## src/rtl/pipe_pkg.sv

```systemverilog
// pipe_pkg: shared state encoding and depth constant for the pipeline skid register
package pipe_pkg;
  typedef enum logic [1:0] {EMPTY, ONE, FULL} skid_state_t;
  localparam logic [1:0] SKID_DEPTH = 2'd2;
endpackage

```

## src/rtl/reg_en.sv

```systemverilog
// reg_en: N-bit register with load enable and async active-high reset to INIT
module reg_en #(
  parameter int N = 32,
  parameter logic [N-1:0] INIT = '0
) (
  input  logic         clk,
  input  logic         rst,
  input  logic         en,
  input  logic [N-1:0] d,
  output logic [N-1:0] q
);
  always_ff @(posedge clk or posedge rst)
    if (rst) q <= INIT;
    else if (en) q <= d;
endmodule

```

## src/rtl/pipe_skid_reg.sv

```systemverilog
// pipe_skid_reg: two-entry skid pipeline register with registered upstream ready
module pipe_skid_reg
  import pipe_pkg::*;
#(
  parameter int N = 32,
  parameter logic [N-1:0] INIT = '0
) (
  input  logic         clk,
  input  logic         rst,
  input  logic         flush,
  input  logic         in_valid,
  output logic         in_ready,
  input  logic [N-1:0] in_data,
  output logic         out_valid,
  input  logic         out_ready,
  output logic [N-1:0] out_data,
  output logic [1:0]   count
);
  skid_state_t state, nxt;
  logic main_en, skid_en, sel_skid;
  logic [N-1:0] skid_q, main_d;
  always_ff @(posedge clk or posedge rst)
    if (rst) state <= EMPTY;
    else state <= nxt;
  // flush wins over every handshake and leaves the data registers untouched
  always_comb begin
    nxt = state;
    main_en = 1'b0;
    skid_en = 1'b0;
    sel_skid = 1'b0;
    if (flush) nxt = EMPTY;
    else
      case (state)
        EMPTY: if (in_valid) begin
          main_en = 1'b1;
          nxt = ONE;
        end
        ONE: if (out_ready) begin
          main_en = in_valid;
          nxt = in_valid ? ONE : EMPTY;
        end else if (in_valid) begin
          skid_en = 1'b1;
          nxt = FULL;
        end
        FULL: if (out_ready) begin
          main_en = 1'b1;
          sel_skid = 1'b1;
          nxt = ONE;
        end
        default: nxt = EMPTY;
      endcase
  end
  always_comb begin
    out_valid = state != EMPTY;
    in_ready = state != FULL;
    count = state == FULL ? SKID_DEPTH : state == ONE ? 2'd1 : 2'd0;
    main_d = sel_skid ? skid_q : in_data;
  end
  reg_en #(.N(N), .INIT(INIT)) u_main (
    .clk(clk), .rst(rst), .en(main_en), .d(main_d), .q(out_data)
  );
  reg_en #(.N(N), .INIT(INIT)) u_skid (
    .clk(clk), .rst(rst), .en(skid_en), .d(in_data), .q(skid_q)
  );
endmodule

```

## config.mk

```make
export PLATFORM = sky130hd
export DESIGN_NAME = pipe_skid_reg
export DESIGN_NICKNAME = d
export VERILOG_FILES = /design/src/rtl/pipe_pkg.sv /design/src/rtl/reg_en.sv /design/src/rtl/pipe_skid_reg.sv
export SDC_FILE = /design/constraint.sdc
export NUM_CORES = 1
export LEC_CHECK = 0
export CAP_MARGIN = 10
export CORE_MARGIN = 2
export CORE_UTILIZATION = 50
export DETAILED_ROUTE_END_ITERATION = 12
export PLACE_DENSITY_LB_ADDON = 0.2
export SYNTH_ARGS = -nofsm -noshare
export SYNTH_HDL_FRONTEND = slang
export SYNTH_SLANG_ARGS = --single-unit
```

## constraint.sdc

```tcl
create_clock -name clk -period 2 [get_ports clk]
set_input_delay 0.2 -clock clk [delete_from_list [all_inputs] [get_ports clk]]
set_output_delay 0.2 -clock clk [all_outputs]
set_load 0.005 [all_outputs]
```

======== Word level (Yosys, flattened, before mapping) ========
Index checks and enable logic that the tools add are counted.
operators by class
  equality and inequality tests ........... 6
  muxes and demuxes ....................... 20
  reduce and logical (&&, ||, !) cells .... 3
operators by type and width
  kind                                                             count
  32-bit two-way mux                                               1
  2-bit two-way mux                                                6
  1-bit two-way mux                                                11
  3-bit != test, second input constant                             2
  2-bit case mux with 3 select lines                               1
  4-bit != test, second input constant                             1
  1-bit case mux with 3 select lines                               1
  3-bit AND reduction                                              1
  2-bit by 1-bit == test with 1-bit output, second input constant  1
  2-bit == test, second input constant                             1
  2-bit zero test                                                  1
  2-bit != test, second input constant                             1
  2-bit nonzero test                                               1
word-level totals
  bits in registers ....................... 66
  logic and storage cells ................. 32

======== Depth between registers and ports, before layout ========
  depth in word-level cells ............... 4
  depth in mapped cells ................... 5
  mapped depth without buffers ............ 3

======== Cells and area by module ========
From an unflattened synthesis, not the netlist that was laid out.
unflattened totals
  cells, all modules ...................... 190
  area total of the unflattened synthesis .. 3249.4 sq um
by module, submodules not included
  module         instances  cells each  area an instance (sq um)  seq. area each (sq um)
  reg_en         2          69          1348.8                    800.8
  pipe_skid_reg  1          52          551.8                     50.0

======== Worst setup path after synthesis ========
Ideal clock, no wire load.
  kind .................................... reg-to-reg
  start point ............................. register state[0]
  end point ............................... register u_main.q[0]
  arrival time ............................ 1617 ps
  required time ........................... 1875 ps
  setup slack ............................. 258 ps
  cell stages (with the launch flop) ...... 6
  path buffers ............................ 2
  clock period less this slack ............ 1742 ps
  cells stage by stage .................... dfrtp_1 -> nor4bb_1 -> buf_2 -> buf_6 -> mux2_4 -> mux2_4
on the way
  longest elaborated chain between the ends .. 4
ends and longest elaborated chain
  what                    line                 text
  from (decl)             pipe_skid_reg.sv:19  skid_state_t state, nxt;
  from (signal assigned)  pipe_skid_reg.sv:24  else state <= nxt;
  2-bit == test           pipe_skid_reg.sv:33  case (state)
  1-bit two-way mux       pipe_skid_reg.sv:33
  1-bit two-way mux       pipe_skid_reg.sv:31  if (flush) nxt = EMPTY;
  32-bit two-way mux      pipe_skid_reg.sv:57  main_d = sel_skid ? skid_q : in_data;
  to (signal assigned)    reg_en.sv:13         if (rst) q <= INIT;
  to (signal assigned)    reg_en.sv:14         else if (en) q <= d;
  to (decl)               reg_en.sv:10         output logic [N-1:0] q
Parallel ways exist; a longest one is shown, timed or not.
A chain may end at the register's enable or synchronous reset.

======== Final worst setup path ========
  start point ............................. register state[0]
  end point ............................... output port out_valid
on the way
  longest elaborated chain between the ends .. 1
ends and longest elaborated chain
  what                line                 text
  2-bit nonzero test  pipe_skid_reg.sv:54  out_valid = state != EMPTY;
  to (decl)           pipe_skid_reg.sv:14  output logic out_valid,
Every way passes these cells.

==> flow_metrics.env <==
export IMPL_final_max_slew_viol_count=0
export IMPL_min_period_ns=1.86
export IMPL_core_region_area_um2=6240
export IMPL_slowest_delay_ns=0.45
export IMPL_cts_tree="yes"
export IMPL_rr_startpoint="state[1]"
export IMPL_postCtsSetupBuffers=0
export IMPL_grt_pass1_wl_mm=9.86
export IMPL_fin_ws_ns=0.136
export IMPL_hold_viol=0
export IMPL_drc=0
export IMPL_drtAntennaViolNets=0
export IMPL_routed_top_layer="met4"
export IMPL_power_leakage_uw=0.00192
export IMPL_root_buffer="clkbuf_8"
export IMPL_syn_avg_cell_area_um2=16.7
export IMPL_start_util=0.510
export IMPL_worstSkewPairLatency_ns=0.34
export IMPL_synth_largest_area_cell="dfrtp_1"
export IMPL_gp_congestion=0.801
export IMPL_cts_resized=0
export IMPL_slowest_stage="clkdlybuf4s50_1"
export IMPL_ys_warn_count=0
export IMPL_fin_setup_tns_ns=0
export IMPL_crit_required_ns=1.80
export IMPL_chipWidth_um=83.8
export IMPL_end_kind="output port"
export IMPL_fin_cells=362
export IMPL_cts_sinks=66
export IMPL_fin_crit_sh=0.932
export IMPL_viasPerCell=5.16
export IMPL_track_usage=0.180
export IMPL_detail_route_first_pass_iterations=4
export IMPL_final_cell_mix="72 x clkdlybuf4s50_1, 66 x dfrtp_1, 60 x mux2_4"
export IMPL_final_common_cell="clkdlybuf4s50_1"
export IMPL_io_buffers=72
export IMPL_dp_hpwl_mm=4.25
export IMPL_die_area_um2=7020
export IMPL_p_per_area_nw_per_um2=886
export IMPL_ys_types=19
export IMPL_ctsLongestPathBuffers=2
export IMPL_finalWirelength_mm=5.88
export IMPL_grt_max_degree=33
export IMPL_peakVddDrop_mv=0.573
export IMPL_synth_seq_area_share=0.519
export IMPL_pre_cts_ws_ns=-0.0536
export IMPL_grt_pass1_vias=2075
export IMPL_synth_area_um2=3180
export IMPL_clk_pin_slew_ns=0.07
export IMPL_antenna_cells=0
export IMPL_synth_area_leaders="dfrtp_1 52%, mux2_4 28%, mux2_2 13%"
export IMPL_wl_met3_um=326
export IMPL_antenna_found_initial=0
export IMPL_setup_violations=0
export IMPL_final_layout_size_suffix_gt1_frac=0.467
export IMPL_dr_wl_met2_mm=2.96
export IMPL_synth_fp_nets=228
export IMPL_status="finished clean"
export IMPL_synth_seq_cells=66
export IMPL_worst_pin_slew_ns=0.474
export IMPL_vias=1869
export IMPL_wire_per_inst_um=16.2
export IMPL_path_cells="buf_4, or2_2, clkdlybuf4s50_1"
export IMPL_max_cap_violations=0
export IMPL_h_tree_depth=3
export IMPL_grt_overflow_total=0
export IMPL_clock_skew_ns=0.00898
export IMPL_arrival_ns=1.66
export IMPL_critical_path_class="reg2out"
export IMPL_drtIter0Drc=51
export IMPL_rows=29
export IMPL_crit_path_start="state[0]"
export IMPL_fmax_ghz=0.536
export IMPL_slew_headroom=0.684
export IMPL_ios=73
export IMPL_ctsHoldBuffers=0
export IMPL_die_height_um=83.8
export IMPL_worst_setup_path_start_kind="flop"
export IMPL_syn_inst=191
export IMPL_hold_class="in2async"
export IMPL_wl_met1_mm=2.49
export IMPL_fin_nets=317
export IMPL_rsz0062_at_grt="no"
export IMPL_synth_top_area_share=0.519
export IMPL_cp_max_fo=8
export IMPL_dp_cells=346
export IMPL_cts_made_buffers=9
export IMPL_area_delta_synth_final_pct=34.8
[cells by family (layout without fill, tap and decap cells)]
| family | after synthesis | in the layout | synth area share |
|---|---|---|---|
| buf+inv | 12 | 106 | 0.0299 |
| mux | 97 | 97 | 0.414 |
| simple gates | 12 | 12 | 0.0236 |
| compound gates | 4 | 4 | 0.0138 |
| flops | 66 | 66 | 0.519 |
[where the power goes]
part           total [µW]  switching, µW  leakage (µW)  internal (µW)
sequential           1840            177      0.000794           1660
combinational         962            260       0.00103            702
clock                1000            489     0.0000924            515
total                3800            927       0.00192           2880
[metrics by stage]
stage | hold WS (ns) | cell area [µm²] | util | power (µW)
floorplan | 0.350 | 3180 | - | 2340
global route | 0.225 | 4290 | 0.687 | 4010
finish | 0.191 | 4290 | 0.687 | 3800
detailed placement | 0.492 | 4110 | 0.658 | 2840
global placement | 0.484 | 4110 | 0.658 | 2790
CTS | 0.200 | 4290 | 0.687 | 3860
[final timing paths]
kind / end / slack [ns] / depth (start not counted)
max: out_valid / 0.14 / 3
min: u_main.q[11] / 0.19 / 2
max reg2reg: u_main.q[0] / 0.20 / 5
min reg2reg: u_skid.q[30] / 0.50 / 1
max in group asynchronous: u_skid.q[27] / 1.16 / 3
min in group clk: u_skid.q[4] / 0.50 / 2
[flip-flops by register name, summed over array words and instances (netlist names)]
signal and flops:
u_skid.q 32, u_main.q 32, state 2
[cells in the mapped netlist]
library cell / instances
nor2_1: 2
dfrtp_1: 66
nand3_1: 1
nand4bb_1: 1
or3b_2: 1
buf_6: 6
mux2_2: 36
inv_1: 2
o31ai_4: 1
or2_2: 1
a21boi_0: 1
nor4bb_1: 1
buf_2: 4
nand2_1: 2
nor2b_1: 3
mux2i_1: 1
mux2_4: 60
o21ba_2: 1
a21oi_1: 1
[worst max-delay path, delay by kind of cell (launching register included)]
family	cells	cell delay [ns]
buffers and inverters	2	0.63
flip-flops	1	0.41
AND/OR/NAND/NOR	1	0.29
[per-layer routing]
layer,vias to the layer above,GRT usage
met2,43,0.303
met3,9,0.0643
met4,0,0.0587
met5,-,0
met1,949,0.216
li1,868,-
[final cells by class]
| class | instances | area [µm²] |
|---|---|---|
| flip-flops and latches | 66 | 1650 |
| inverters | 2 | 7.51 |
| multi-input cells | 113 | 1450 |
| clock buffers | 12 | 155 |
| clock inverters | 4 | 26.3 |
| fillers | 462 | 1950 |
| well taps | 77 | 96.3 |
| repair buffers | 88 | 903 |
Note: power is estimated with default switching activity, not from simulation.
